==> config.mk <==
export PLATFORM = sky130hd
export DESIGN_NAME = golden_nonce_uart_tx_flat
export DESIGN_NICKNAME = d
export VERILOG_FILES = /design/src/rtl/golden_nonce_uart_tx_if.sv /design/src/rtl/golden_nonce_uart_tx.sv /design/src/flat_wrapper.sv
export SDC_FILE = /design/constraint.sdc
export NUM_CORES = 1
export LEC_CHECK = 0
export BUFFER_PORTS_ARGS = -buffer_cell sky130_fd_sc_hd__buf_4
export CORE_ASPECT_RATIO = 0.7
export CORE_MARGIN = 4
export CORE_UTILIZATION = 55
export DETAILED_ROUTE_END_ITERATION = 12
export PLACE_DENSITY = 0.74
export SLEW_MARGIN = 10
export SYNTH_ARGS = -nofsm -noshare
export SYNTH_HDL_FRONTEND = slang
export SYNTH_SLANG_ARGS = --single-unit
==> constraint.sdc <==
create_clock -name hash_clk -period 3.7 [get_ports hash_clk]
set_clock_uncertainty 0.05 [all_clocks]
set_input_delay 0.555 -clock hash_clk [delete_from_list [all_inputs] [get_ports hash_clk]]
set_output_delay 0.555 -clock hash_clk [all_outputs]
set_load 0.02 [all_outputs]
==> src/rtl/golden_nonce_uart_tx_if.sv <==
// Hit bus and status lines between the control unit, golden_nonce_uart_tx and the board.
// golden_valid is a one-cycle strobe with no ready: a hit offered while the FIFO is full is dropped and latched into overflow.
interface golden_nonce_uart_tx_if #(
    parameter int DEPTH_LOG2 = 3
);
    logic                  golden_valid;
    logic [31:0]           golden_nonce;
    logic                  uart_tx;
    logic [DEPTH_LOG2:0]   fifo_count;
    logic                  overflow;
    logic                  busy;
    logic [1:0]            dbg_state;

    modport master (
        output golden_valid, golden_nonce,
        input  uart_tx, fifo_count, overflow, busy, dbg_state
    );

    modport slave (
        input  golden_valid, golden_nonce,
        output uart_tx, fifo_count, overflow, busy, dbg_state
    );
endinterface

==> src/rtl/golden_nonce_uart_tx.sv <==
// Buffers golden nonces in a FIFO and sends each one MSB byte first over an 8N1 UART line.
// Define GOLDEN_NONCE_SYNC_EN to prefix every frame with the 0xA5 sync byte.
module golden_nonce_uart_tx #(
    parameter int DEPTH_LOG2   = 3,
    parameter int CLKS_PER_BIT = 868
) (
    input  logic                  hash_clk,
    input  logic                  rst_n,
    golden_nonce_uart_tx_if.slave gn_bus
);
    localparam int DEPTH = 1 << DEPTH_LOG2;
    localparam logic [15:0] BIT_RELOAD = 16'(CLKS_PER_BIT - 1);
    localparam logic [15:0] TIMER_ONE  = 16'd1;
`ifdef GOLDEN_NONCE_SYNC_EN
    localparam int   BYTE_W  = 3;
    localparam logic SYNC_EN = 1'b1;
`else
    localparam int   BYTE_W  = 2;
    localparam logic SYNC_EN = 1'b0;
`endif
    localparam logic [BYTE_W-1:0]     LAST_BYTE  = BYTE_W'(SYNC_EN ? 4 : 3);
    localparam logic [BYTE_W-1:0]     BYTE_ONE   = BYTE_W'(1);
    localparam logic [2:0]            BIT_ONE    = 3'd1;
    localparam logic [DEPTH_LOG2-1:0] PTR_ONE    = DEPTH_LOG2'(1);
    localparam logic [DEPTH_LOG2:0]   COUNT_ONE  = (DEPTH_LOG2 + 1)'(1);
    localparam logic [DEPTH_LOG2:0]   FULL_COUNT = (DEPTH_LOG2 + 1)'(DEPTH);

    typedef enum logic [1:0] {
        S_IDLE  = 2'd0,
        S_START = 2'd1,
        S_DATA  = 2'd2,
        S_STOP  = 2'd3
    } state_t;

    state_t                r_state;
    state_t                w_state_n;
    logic [15:0]           r_timer;
    logic [15:0]           w_timer_n;
    logic [2:0]            r_bit_idx;
    logic [2:0]            w_bit_n;
    logic [BYTE_W-1:0]     r_byte_idx;
    logic [BYTE_W-1:0]     w_byte_n;
    logic [31:0]           r_shift;
    logic [31:0]           w_shift_n;

    logic [31:0]           r_mem [DEPTH];
    logic [DEPTH_LOG2-1:0] r_wr_ptr;
    logic [DEPTH_LOG2-1:0] r_rd_ptr;
    logic [DEPTH_LOG2:0]   r_count;
    logic                  r_overflow;

    logic                  w_pop;
    logic                  w_push;
    logic                  w_full;
    logic                  w_bit_done;
    logic                  w_sync_byte;
    logic [7:0]            w_cur_byte;
    logic                  w_tx;

    // The pop is resolved before the push, so a full FIFO still accepts a hit on a pop cycle.
    assign w_full      = (r_count == FULL_COUNT);
    assign w_push      = gn_bus.golden_valid && (!w_full || w_pop);
    assign w_bit_done  = (r_timer == 16'd0);
    assign w_sync_byte = SYNC_EN && (r_byte_idx == '0);
    assign w_cur_byte  = w_sync_byte ? 8'hA5 : r_shift[31:24];

    always_comb begin
        w_state_n = r_state;
        w_timer_n = r_timer;
        w_bit_n   = r_bit_idx;
        w_byte_n  = r_byte_idx;
        w_shift_n = r_shift;
        w_pop     = 1'b0;
        if (r_state != S_IDLE) begin
            w_timer_n = r_timer - TIMER_ONE;
        end
        case (r_state)
            S_IDLE: begin
                if (r_count != '0) begin
                    w_pop     = 1'b1;
                    w_state_n = S_START;
                    w_timer_n = BIT_RELOAD;
                    w_shift_n = r_mem[r_rd_ptr];
                    w_byte_n  = '0;
                    w_bit_n   = '0;
                end
            end
            S_START: begin
                if (w_bit_done) begin
                    w_state_n = S_DATA;
                    w_timer_n = BIT_RELOAD;
                    w_bit_n   = '0;
                end
            end
            S_DATA: begin
                if (w_bit_done) begin
                    w_timer_n = BIT_RELOAD;
                    if (r_bit_idx == 3'd7) begin
                        w_state_n = S_STOP;
                    end else begin
                        w_bit_n = r_bit_idx + BIT_ONE;
                    end
                end
            end
            S_STOP: begin
                if (w_bit_done) begin
                    if (r_byte_idx == LAST_BYTE) begin
                        w_state_n = S_IDLE;
                    end else begin
                        w_state_n = S_START;
                        w_timer_n = BIT_RELOAD;
                        w_byte_n  = r_byte_idx + BYTE_ONE;
                        // The sync byte is not held in the shift register, so it must not consume a nonce byte.
                        if (!w_sync_byte) begin
                            w_shift_n = {r_shift[23:0], 8'h00};
                        end
                    end
                end
            end
            default: begin
                w_state_n = S_IDLE;
            end
        endcase
    end

    always_comb begin
        w_tx = 1'b1;
        case (r_state)
            S_START: w_tx = 1'b0;
            S_DATA:  w_tx = w_cur_byte[r_bit_idx];
            default: w_tx = 1'b1;
        endcase
    end

    always_ff @(posedge hash_clk or negedge rst_n) begin
        if (!rst_n) begin
            r_state    <= S_IDLE;
            r_timer    <= '0;
            r_bit_idx  <= '0;
            r_byte_idx <= '0;
            r_shift    <= '0;
        end else begin
            r_state    <= w_state_n;
            r_timer    <= w_timer_n;
            r_bit_idx  <= w_bit_n;
            r_byte_idx <= w_byte_n;
            r_shift    <= w_shift_n;
        end
    end

    always_ff @(posedge hash_clk or negedge rst_n) begin
        if (!rst_n) begin
            r_wr_ptr   <= '0;
            r_rd_ptr   <= '0;
            r_count    <= '0;
            r_overflow <= 1'b0;
        end else begin
            if (w_push) begin
                r_wr_ptr <= r_wr_ptr + PTR_ONE;
            end
            if (w_pop) begin
                r_rd_ptr <= r_rd_ptr + PTR_ONE;
            end
            if (gn_bus.golden_valid && !w_push) begin
                r_overflow <= 1'b1;
            end
            case ({w_push, w_pop})
                2'b10:   r_count <= r_count + COUNT_ONE;
                2'b01:   r_count <= r_count - COUNT_ONE;
                default: r_count <= r_count;
            endcase
        end
    end

    // Storage needs no reset: the cleared pointers make stale entries unreachable.
    always_ff @(posedge hash_clk) begin
        if (w_push) begin
            r_mem[r_wr_ptr] <= gn_bus.golden_nonce;
        end
    end

    assign gn_bus.uart_tx    = w_tx;
    assign gn_bus.busy       = (r_state != S_IDLE);
    assign gn_bus.fifo_count = r_count;
    assign gn_bus.overflow   = r_overflow;
    assign gn_bus.dbg_state  = r_state;
endmodule

==> src/flat_wrapper.sv <==
// flat-port wrapper written by rule: the top's interface ports become plain ports
module golden_nonce_uart_tx_flat 
#(
    parameter int DEPTH_LOG2   = 3,
    parameter int CLKS_PER_BIT = 868
)
  (hash_clk, rst_n, gn_bus_golden_valid, gn_bus_golden_nonce, gn_bus_uart_tx, gn_bus_fifo_count, gn_bus_overflow, gn_bus_busy, gn_bus_dbg_state);
  golden_nonce_uart_tx_if #(.DEPTH_LOG2(DEPTH_LOG2)) gn_bus_i ();
  input  logic hash_clk;
  input  logic rst_n;
  input wire logic [$bits(gn_bus_i.golden_valid)-1:0] gn_bus_golden_valid;
  input wire logic [$bits(gn_bus_i.golden_nonce)-1:0] gn_bus_golden_nonce;
  output wire logic [$bits(gn_bus_i.uart_tx)-1:0] gn_bus_uart_tx;
  output wire logic [$bits(gn_bus_i.fifo_count)-1:0] gn_bus_fifo_count;
  output wire logic [$bits(gn_bus_i.overflow)-1:0] gn_bus_overflow;
  output wire logic [$bits(gn_bus_i.busy)-1:0] gn_bus_busy;
  output wire logic [$bits(gn_bus_i.dbg_state)-1:0] gn_bus_dbg_state;
  assign gn_bus_i.golden_valid = gn_bus_golden_valid;
  assign gn_bus_i.golden_nonce = gn_bus_golden_nonce;
  assign gn_bus_uart_tx = gn_bus_i.uart_tx;
  assign gn_bus_fifo_count = gn_bus_i.fifo_count;
  assign gn_bus_overflow = gn_bus_i.overflow;
  assign gn_bus_busy = gn_bus_i.busy;
  assign gn_bus_dbg_state = gn_bus_i.dbg_state;
  golden_nonce_uart_tx #(.DEPTH_LOG2(DEPTH_LOG2), .CLKS_PER_BIT(CLKS_PER_BIT)) u_core (.hash_clk(hash_clk), .rst_n(rst_n), .gn_bus(gn_bus_i));
endmodule
### After elaboration in Yosys (flattened, before gate mapping)

Memories as Yosys holds them, arrays and structs flattened.
Cells that the tools add are included.

| word-level totals | value |
|---|---|
| output and inout bits | 9 |
| memory bits (read-only) | 0 |
| memories | 1 |
| bits in registers | 66 |
| latch bits | 0 |
| bits of input ports | 35 |
| RAM bits | 256 |
| word-level logic and storage cells | 83 |

Memory list:

| name | depth | width | read ports | clocked after memory_dff | write ports | line | text |
|---|---|---|---|---|---|---|---|
| u_core.r_mem | 8 | 32 | 1 | 0 | 1 | golden_nonce_uart_tx.sv:46 | `logic [31:0] r_mem [DEPTH];` |

| operators by class | value |
|---|---|
| magnitude comparators | 1 |
| multiply operators | 0 |
| muxes and demuxes | 34 |
| add/subtract/negate cells | 7 |
| shifts and indexed selects | 0 |
| div/mod/pow operators | 0 |
| equal/unequal tests | 15 |
| reductions and logical operators | 16 |
| bitwise operators | 0 |

Operators with widths:

| cell | count |
|---|---|
| 2-to-1 mux 32 bit | 3 |
| 2-to-1 mux 16 bit | 5 |
| one-hot mux 32 bit (2 select lines) | 1 |
| one-hot mux 16 bit (3 select lines) | 1 |
| zero test 16 bit | 1 |
| 2-to-1 mux 2 bit | 8 |
| subtractor 16 x 1 -> 16 bit, second input constant | 1 |
| 2-to-1 mux 3 bit | 4 |
| inequality test 2 x 1 -> 1 bit, second input constant | 5 |
| AND reduction 5 bit | 2 |
| adder 3 x 1 -> 3 bit, second input constant | 3 |
| one-hot mux 3 bit (3 select lines) | 1 |
| equality test 2 bit, second input constant | 4 |
| one-hot mux 2 bit (4 select lines) | 1 |
| one-hot mux 4 bit (2 select lines) | 1 |
| 2-to-1 mux 1 bit | 6 |
| nonzero test 2 bit | 3 |
| adder 4 x 1 -> 4 bit, second input constant | 1 |
| equality test 2 x 1 -> 1 bit, second input constant | 2 |
| equality test 4 bit, second input constant | 1 |
| less-than comparator 3 x 4 -> 1 bit, second input constant | 1 |
| inequality test 2 bit, second input constant | 2 |
| one-hot mux 2 bit (2 select lines) | 1 |
| AND reduction 4 bit | 1 |
| 12 further kinds | 14 |

### Depth between registers and ports, before layout

Gate-level depths: netlist of the first run.

| depth | value |
|---|---|
| depth after elaboration | 7 |
| mapped depth | 14 |
| gate-level depth less buffers | 13 |

### Worst setup path before layout of the first run

Ideal clock, no wire load.

| timing | value |
|---|---|
| kind | flip-flop to flip-flop |
| from | register u_core.r_state[0], in the netlist u_core.gn_bus.dbg_state[0] |
| to | memory u_core.r_mem[0][0], enable pin |
| setup time | 0.461 ns |
| path buffers | 1 |
| slack | -0.524 ns |
| cell stages (with the launch flop) | 9 |
| arrival time | 3.713 ns |
| period minus slack after synthesis | 4.224 ns |
| data required time | 3.189 ns |
| path through | dfrtp_1 -> inv_1 -> ha_1 -> buf_2 -> inv_1 -> nand3_1 -> and2_1 -> nand2b_1 -> nor3_1 |

| between the ends | value |
|---|---|
| cells in the longest elaborated chain, start to end | 6 |

Ends and longest elaborated chain:

| what | line | text |
|---|---|---|
| start, declared | golden_nonce_uart_tx.sv:35 | `state_t r_state;` |
| start signal, assigned | golden_nonce_uart_tx.sv:143 | `r_state <= w_state_n;` |
| zero test 2 bit | golden_nonce_uart_tx.sv:77 | `case (r_state)` |
| 2-to-1 mux 1 bit | golden_nonce_uart_tx.sv:77 |  |
| logical OR 1 bit | golden_nonce_uart_tx.sv:62 | `assign w_push = gn_bus.golden_valid && (!w_full \|\| w_pop);` |
| logical AND 1 bit | golden_nonce_uart_tx.sv:62 |  |
| 2-to-1 mux 1 bit | golden_nonce_uart_tx.sv:177 | `if (w_push) begin` |
| 2-to-1 mux 1 bit (not written as such) | golden_nonce_uart_tx.sv:178 | `r_mem[r_wr_ptr] <= gn_bus.golden_nonce;` |
| end, declared | golden_nonce_uart_tx.sv:46 |  |

No other way between the ends.

### Final worst setup path of the first run

| timing | value |
|---|---|
| from | register u_core.r_state[0], in the netlist u_core.gn_bus.dbg_state[0] |
| to | register u_core.r_count[3], in the netlist u_core.gn_bus.fifo_count[3] |

| between the ends | value |
|---|---|
| cells in the longest elaborated chain, start to end | 6 |
| elaborated cells between the ends (all ways) | 8 |
| classes of those cells | eq/ne (2); mux (2); reduce/logical (4) |

Ends and longest elaborated chain:

| what | line | text |
|---|---|---|
| zero test 2 bit (*) | golden_nonce_uart_tx.sv:77 |  |
| 2-to-1 mux 1 bit (*) | golden_nonce_uart_tx.sv:77 |  |
| logical OR 1 bit | golden_nonce_uart_tx.sv:62 |  |
| logical AND 1 bit | golden_nonce_uart_tx.sv:62 |  |
| equality test 2 x 1 -> 1 bit / equality test 2 bit (equally long branches) | golden_nonce_uart_tx.sv:167 | `case ({w_push, w_pop})` |
| one-hot mux 4 bit (2 select lines) / nonzero test 2 bit (equally long branches) | - |  |
| end signal, assigned | golden_nonce_uart_tx.sv:168 | `2'b10: r_count <= r_count + COUNT_ONE;` |
| end signal, assigned | golden_nonce_uart_tx.sv:169 | `2'b01: r_count <= r_count - COUNT_ONE;` |
| end signal, assigned | golden_nonce_uart_tx.sv:170 | `default: r_count <= r_count;` |
| end, declared | golden_nonce_uart_tx.sv:49 | `logic [DEPTH_LOG2:0] r_count;` |

Mark *: on every way between the ends. The rest lies on a longest branch, timed or not.
A chain may end at the register's enable or synchronous reset.

==> flow_metrics.tcl, run 1 <==
set metrics [dict create \
    final_cell_mix "edfxtp_1, mux4_2, dfrtp_1" \
    area_delta_synth_final_pct 13.51 \
    syn-cell-area_um2 13140 \
    tightest_slew_ns 0.8486 \
    die_h_um 137.3 \
    multi_input_area_um2 3617 \
    final_common_cell "edfxtp_1" \
    syn_inst 736 \
    worst_setup_path_start_kind "flip-flop" \
    cellInternalPower_w 0.006516 \
    synth_seq_cells 322 \
    die_x_um 192.7 \
    ant_nets 0 \
    synth.net_count 787 \
    fmax_mhz 341.5 \
    min_path_type "in2async" \
    ys_seq_area_frac 0.7110 \
    synth_area_per_cell_um2 17.85 \
    grtUsageTotal 0.1971 \
    p_leak_nw 5.215 \
    post-cts-setup-buffer-count 0 \
    yosys_warnings 0 \
    finalWorstPathRequiredPeriod_ns 2.928 \
    cts-resized-gates 0 \
    clk_latency_ns 0.55 \
    via_per_inst 5.817 \
    sequentialPowerShare 0.533 \
    maxCapViolCount 0 \
    crit_type "reg2reg" \
    drive_above_1_share 0.2756 \
    placementRows 47 \
    switchingPower_w 0.002045 \
    overflow 0 \
    hpwlAfterDp_mm 15.07 \
    cts_tree "yes" \
    endpoint_kind "flip-flop" \
    via_count 6620 \
    ios 44 \
    initial_utilization 0.5570 \
    relSlewSlack 0.4343 \
    power-per-cell-area_nw_per_um2 574.2 \
    status "complete, no violations" \
    grt_max_degree 67 \
    cp.arrival_ns 3.31 \
    rsz0062_at_grt "false" \
    fillCellCount 1617 \
    p_sw_frac 0.2389 \
    crit_chain "inv_1, ha_1, inv_1, nand3_1, and2_1, inv_1, ha_1, ha_1, a21o_1, a21oi_1, xnor2_1, nor2_1, xor2_1" \
    grt_antenna_before_repair 0 \
    htreeDepth 1 \
    grt_pass1_vias 6963 \
    antennaDiodeCount 0 \
    clock-root-buffer "clkbuf_16" \
    numCtsBuffers 30 \
    pwr-share-clk 0.363 \
    io_buffer_count 43 \
    fin_nets 847 \
    max_stage_delay_ns 0.44 \
    setup_tns_ns 0 \
    comb_power_share 0.105 \
    clock_path_buffers 3 \
    cpMaxStageDelayCell "dfrtp_1" \
    hold_buffers 0 \
    finalCritPeriodShare 0.7913 \
    core-area_um2 23580 \
    crit_path_max_fanout 10 \
    path_clk_slew_ns 0.06 \
    ir_drop_mv 0.5295 \
    cp_top_family "adder cells" \
    wl_per_cell_um 22.07 \
    place_inst 1082 \
    drtPass1Iterations 5 \
    finalHoldViolCount 0 \
    finalNonFillerCells 1138 \
    drtIter0Drc 593 \
    grt_pass1_wl_mm 39.74 \
    drv_slew 0 \
    dieArea_um2 26460 \
    regArea_um2 9345 \
    critPathBufInv 3 \
    gp_congestion 0.7659 \
    netlist-cell-type-count 45 \
    critPathRequiredTime_ns 4.08 \
    cts_sinks 322 \
    drt-total-wl_mm 25.12 \
    setup_violations 0 \
    drcViolationCount 0 \
]
cell type report:
type | instances | area share
clock buffer | 45 | 0.06227
clock inverter | 11 | 0.007049
inverter | 12 | 0.003021
multi-input combinational | 369 | 0.2426
sequential | 322 | 0.6268
tap | 318 | 0.02669
timing repair buffer | 61 | 0.03155
metrics by stage:
stage	utilization	hold WS [ns]	total power [W]	setup slack [ns]	area [um2]
3_3_place_gp	0.5884	0.4044	0.005470	0.8744	13880
3_5_place_dp	0.5884	0.4140	0.005545	0.7850	13880
2_1_floorplan	-	0.2094	0.005090	0.3322	13150
4_1_cts	0.6322	0.07922	0.008647	0.7748	14910
5_1_grt	0.6322	0.1198	0.008890	0.5460	14910
6_report	0.6322	0.06548	0.008561	0.7721	14910
Yosys cell counts (all sizes together):
library cell	instances	area, um2
fa	1	20.02
mux2i	36	372.9
nand3	5	25.02
buf	25	175.2
o2bb2a	1	10.01
nor2b	2	12.51
nor3	7	35.03
ha	15	187.7
a21oi	32	160.2
a221o	1	10.01
nor4b	1	8.760
a41oi	1	8.760
or4	1	7.510
mux4	66	1486
dfrtp	66	1652
xnor2	9	78.83
a21o	1	7.510
a22o	3	26.28
nand2	56	210.2
and4	1	8.760
clkbuf	8	30.03
xor2	12	105.1
nand2b	5	31.28
o22ai	1	6.260
nand4	3	25.02
nor3b	2	15.01
inv	12	45.04
edfxtp	256	7687
a41o	1	10.01
nor4	5	97.59
nand3b	1	7.510
mux2	4	45.04
nor2	48	180.2
o21ai	42	304.0
nand4b	2	17.52
or3	2	12.51
and2	2	12.51
routing by layer:
layer,GRT usage,share of wire,wire [um]
met1,0.2878,0.45,11210
met2,0.3230,0.49,12400
met3,0.02888,0.043,1073
met4,0.04434,0.017,439
met5,0,0,0
path summary, 6_finish.rpt:
path	start	end	slack (ns)	cells after the start
max	u_core.gn_bus.dbg_state[0]$_DFFE_PN0P_	u_core.gn_bus.fifo_count[3]$_DFFE_PN0P_	0.77	13
min	rst_n	u_core.r_timer[3]$_DFF_PN0_	0.07	1
min in group hash_clk	gn_bus_golden_nonce[2]	u_core.r_mem[1][2]$_DFFE_PP_	0.18	1
min reg2reg	u_core.r_shift[22]$_DFFE_PN0P_	u_core.r_shift[22]$_DFFE_PN0P_	0.43	2
max reg2reg	u_core.gn_bus.dbg_state[0]$_DFFE_PN0P_	u_core.gn_bus.fifo_count[3]$_DFFE_PN0P_	0.77	13
max in group asynchronous	rst_n	u_core.r_rd_ptr[0]$_DFFE_PN0N_	2.91	1
power by group through the flow:
stage                     clock (W)  combinational, W  sequential, W
after floorplan                   0          0.000469        0.00462
after CTS                   0.00317          0.000914        0.00456
final                       0.00310          0.000896        0.00456
after detailed placement          0          0.000911        0.00463
after global placement            0          0.000875        0.00459
after global routing        0.00333          0.000969        0.00459
flip-flops by register name (all words and copies together), names as in the netlist, 2 cells and up:
register / cells
u_core.gn_bus.dbg_state: 2
u_core.r_wr_ptr: 3
u_core.gn_bus.fifo_count: 4
u_core.r_byte_idx: 2
u_core.r_mem: 256
u_core.r_timer: 16
u_core.r_shift: 32
u_core.r_rd_ptr: 3
u_core.r_bit_idx: 3
cells by family after synthesis:
logic type                 count (synthesis)  synth area share
muxes                                    106            0.1450
DFF                                      322            0.7110
AOI/OAI and AO/OA                         83           0.04134
and+or+nand+nor                          143           0.05382
xor gates and xnor gates                  21           0.01400
adders and majority gates                 16           0.01581
buffers and inverters                     45           0.01905
No activity file was read; power rests on OpenSTA's default activity.
==> inputs of run 2 (changes only) <==
--- a/config.mk
+++ b/config.mk
@@ -10,7 +10,7 @@
 export CORE_MARGIN = 4
 export CORE_UTILIZATION = 55
 export DETAILED_ROUTE_END_ITERATION = 12
-export PLACE_DENSITY = 0.74
+export PLACE_DENSITY = 0.71
 export SLEW_MARGIN = 10
 export SYNTH_ARGS = -nofsm -noshare
 export SYNTH_HDL_FRONTEND = slang
==> constraint.sdc (replaced) <==
create_clock -name hash_clk -period 2.9 [get_ports hash_clk]
set_clock_uncertainty 0.05 [all_clocks]
set_input_delay 0.435 -clock hash_clk [delete_from_list [all_inputs] [get_ports hash_clk]]
set_output_delay 0.435 -clock hash_clk [all_outputs]
set_load 0.02 [all_outputs]
==> flow_metrics.tcl, run 2 (synthesized netlist as in run 1, its figures left out) <==
set metrics [dict create \
    dieArea_um2 26460 \
    tightest_slew_ns 0.8727 \
    ios 44 \
    p_leak_nw 5.235 \
    drtIter0Drc 584 \
    fmax_mhz 371.5 \
    numCtsBuffers 29 \
    relSlewSlack 0.4182 \
    path_clk_slew_ns 0.07 \
    largest_reg_flops 256 \
    pwr-share-clk 0.348 \
    finalNonFillerCells 1145 \
    setup_ws_ns 0.2079 \
    io_buffer_count 43 \
    clock_path_buffers 3 \
    comb_power_share 0.120 \
    finalCoreUtilization 0.6358 \
    reg_top3 "u_core.r_mem: 256 flops, u_core.r_shift: 32 flops, u_core.r_timer: 16 flops" \
    area_delta_synth_final_pct 14.14 \
    finalCritPeriodShare 0.9283 \
    hpwlAfterDp_mm 15.32 \
    cts_sinks 322 \
    antennaDiodeCount 0 \
    finalWorstPathRequiredPeriod_ns 2.692 \
    grt_max_degree 67 \
    cts-resized-gates 0 \
    switchingPower_w 0.002615 \
    initial_utilization 0.5570 \
    die_h_um 137.3 \
    dpl_cell_area_um2 14040 \
    final_common_cell "edfxtp_1" \
    cp_top_family "adder cells" \
    grt_pass1_wl_mm 41.03 \
    crit_type "reg2reg" \
    ant_nets 0 \
    ir_drop_mv 0.5853 \
    drv_slew 0 \
    finalHoldViolCount 0 \
    post-cts-setup-buffer-count 0 \
    fillCellCount 1620 \
    endpoint_kind "flip-flop" \
    power-per-cell-area_nw_per_um2 722.4 \
    htreeDepth 1 \
    stdcell_area_um2 14990 \
    p_sw_frac 0.2415 \
    die_x_um 192.7 \
    clk_latency_ns 0.56 \
    cpMaxStageDelayCell "dfrtp_1" \
    via_per_inst 5.876 \
    drcViolationCount 0 \
    status "complete, no violations" \
    max_stage_delay_ns 0.46 \
    final_cell_mix "edfxtp_1, mux4_2, dfrtp_1" \
    clock-root-buffer "clkbuf_16" \
    critPathBufInv 3 \
    drt-total-wl_mm 25.49 \
    maxCapViolCount 0 \
    setup_tns_ns 0 \
    grt_pass1_vias 7115 \
    cts_tree "yes" \
    largest_register "u_core.r_mem" \
    worst_setup_path_start_kind "flip-flop" \
    overflow 0 \
    grtUsageTotal 0.2025 \
    placementRows 47 \
    cp.arrival_ns 3.07 \
    crit_path_max_fanout 6 \
    crit_chain "inv_1, ha_1, inv_1, nand3_1, and2_1, inv_1, ha_1, ha_1, a21o_1, a21oi_1, xnor2_1, nor2_1, xor2_1" \
    gp_congestion 0.7616 \
    sequentialPowerShare 0.532 \
    fin_nets 855 \
    wl_per_cell_um 22.26 \
    place_inst 1090 \
    post-place-ws_ns 0.2570 \
    drive_above_1_share 0.2757 \
    hold_buffers 1 \
    cellInternalPower_w 0.008215 \
    via_count 6728 \
    setup_violations 0 \
    rsz0062_at_grt "false" \
    critPathRequiredTime_ns 3.27 \
    grt_antenna_before_repair 0 \
    min_path_type "in2reg" \
    core-area_um2 23580 \
    drtPass1Iterations 7 \
]
run 2: cell types whose count changed in the layout (fill, tap and decap cells not counted), sizes merged:
cell         delta
clkinv          +6
dlygate4sd3     +1
clkinvlp        +1
inv             +1
bufinv          +2
clkbuf         -12
buf             +8
run 2: cell type report:
cell class                 instances  area, um2  share of cell area
inverter                          12      45.04            0.003005
clock buffer                      33      750.7             0.05008
sequential                       322       9345              0.6234
tap                              318      397.9             0.02654
multi-input combinational        369       3617              0.2413
clock inverter                    21      195.2             0.01302
timing repair buffer              70      640.6             0.04273
run 2: power groups by stage:
| stage | Clock [W] | Combinational [W] | Sequential, W |
|---|---|---|---|
| finish | 0.00377 | 0.00130 | 0.00577 |
| global route | 0.00404 | 0.00141 | 0.00581 |
| CTS | 0.00385 | 0.00132 | 0.00577 |
| detailed placement | 0 | 0.00132 | 0.00587 |
| global placement | 0 | 0.00127 | 0.00582 |
| floorplan | 0 | 0.000600 | 0.00590 |
run 2: path summary, 6_finish.rpt:
kind                                                           end  slack [ns]  cells after the start                                    from
hold reg to reg                 u_core.gn_bus.overflow$_DFFE_PN0P_        0.43                      1      u_core.gn_bus.overflow$_DFFE_PN0P_
setup reg to reg           u_core.gn_bus.fifo_count[3]$_DFFE_PN0P_        0.21                     13  u_core.gn_bus.dbg_state[0]$_DFFE_PN0P_
hold / removal                        u_core.r_mem[6][5]$_DFFE_PP_        0.05                      1                  gn_bus_golden_nonce[5]
setup / recovery           u_core.gn_bus.fifo_count[3]$_DFFE_PN0P_        0.21                     13  u_core.gn_bus.dbg_state[0]$_DFFE_PN0P_
min in group asynchronous              u_core.r_timer[5]$_DFF_PN0_        0.49                      2                                   rst_n
max in group asynchronous           u_core.r_rd_ptr[0]$_DFFE_PN0N_        1.65                      2                                   rst_n
run 2: through the flow:
step / total power, W / hold WS [ns]
6_report: 0.01083 / 0.05409
3_3_place_gp: 0.007087 / 0.4109
4_1_cts: 0.01094 / 0.02586
2_1_floorplan: 0.006495 / 0.08941
3_5_place_dp: 0.007181 / 0.4153
5_1_grt: 0.01126 / 0.04258
run 2: metal layers:
metal,part of all wire,GRT usage
met2,0.50,0.3405
met3,0.051,0.03394
met1,0.43,0.2864
met5,0,0
met4,0.020,0.04117
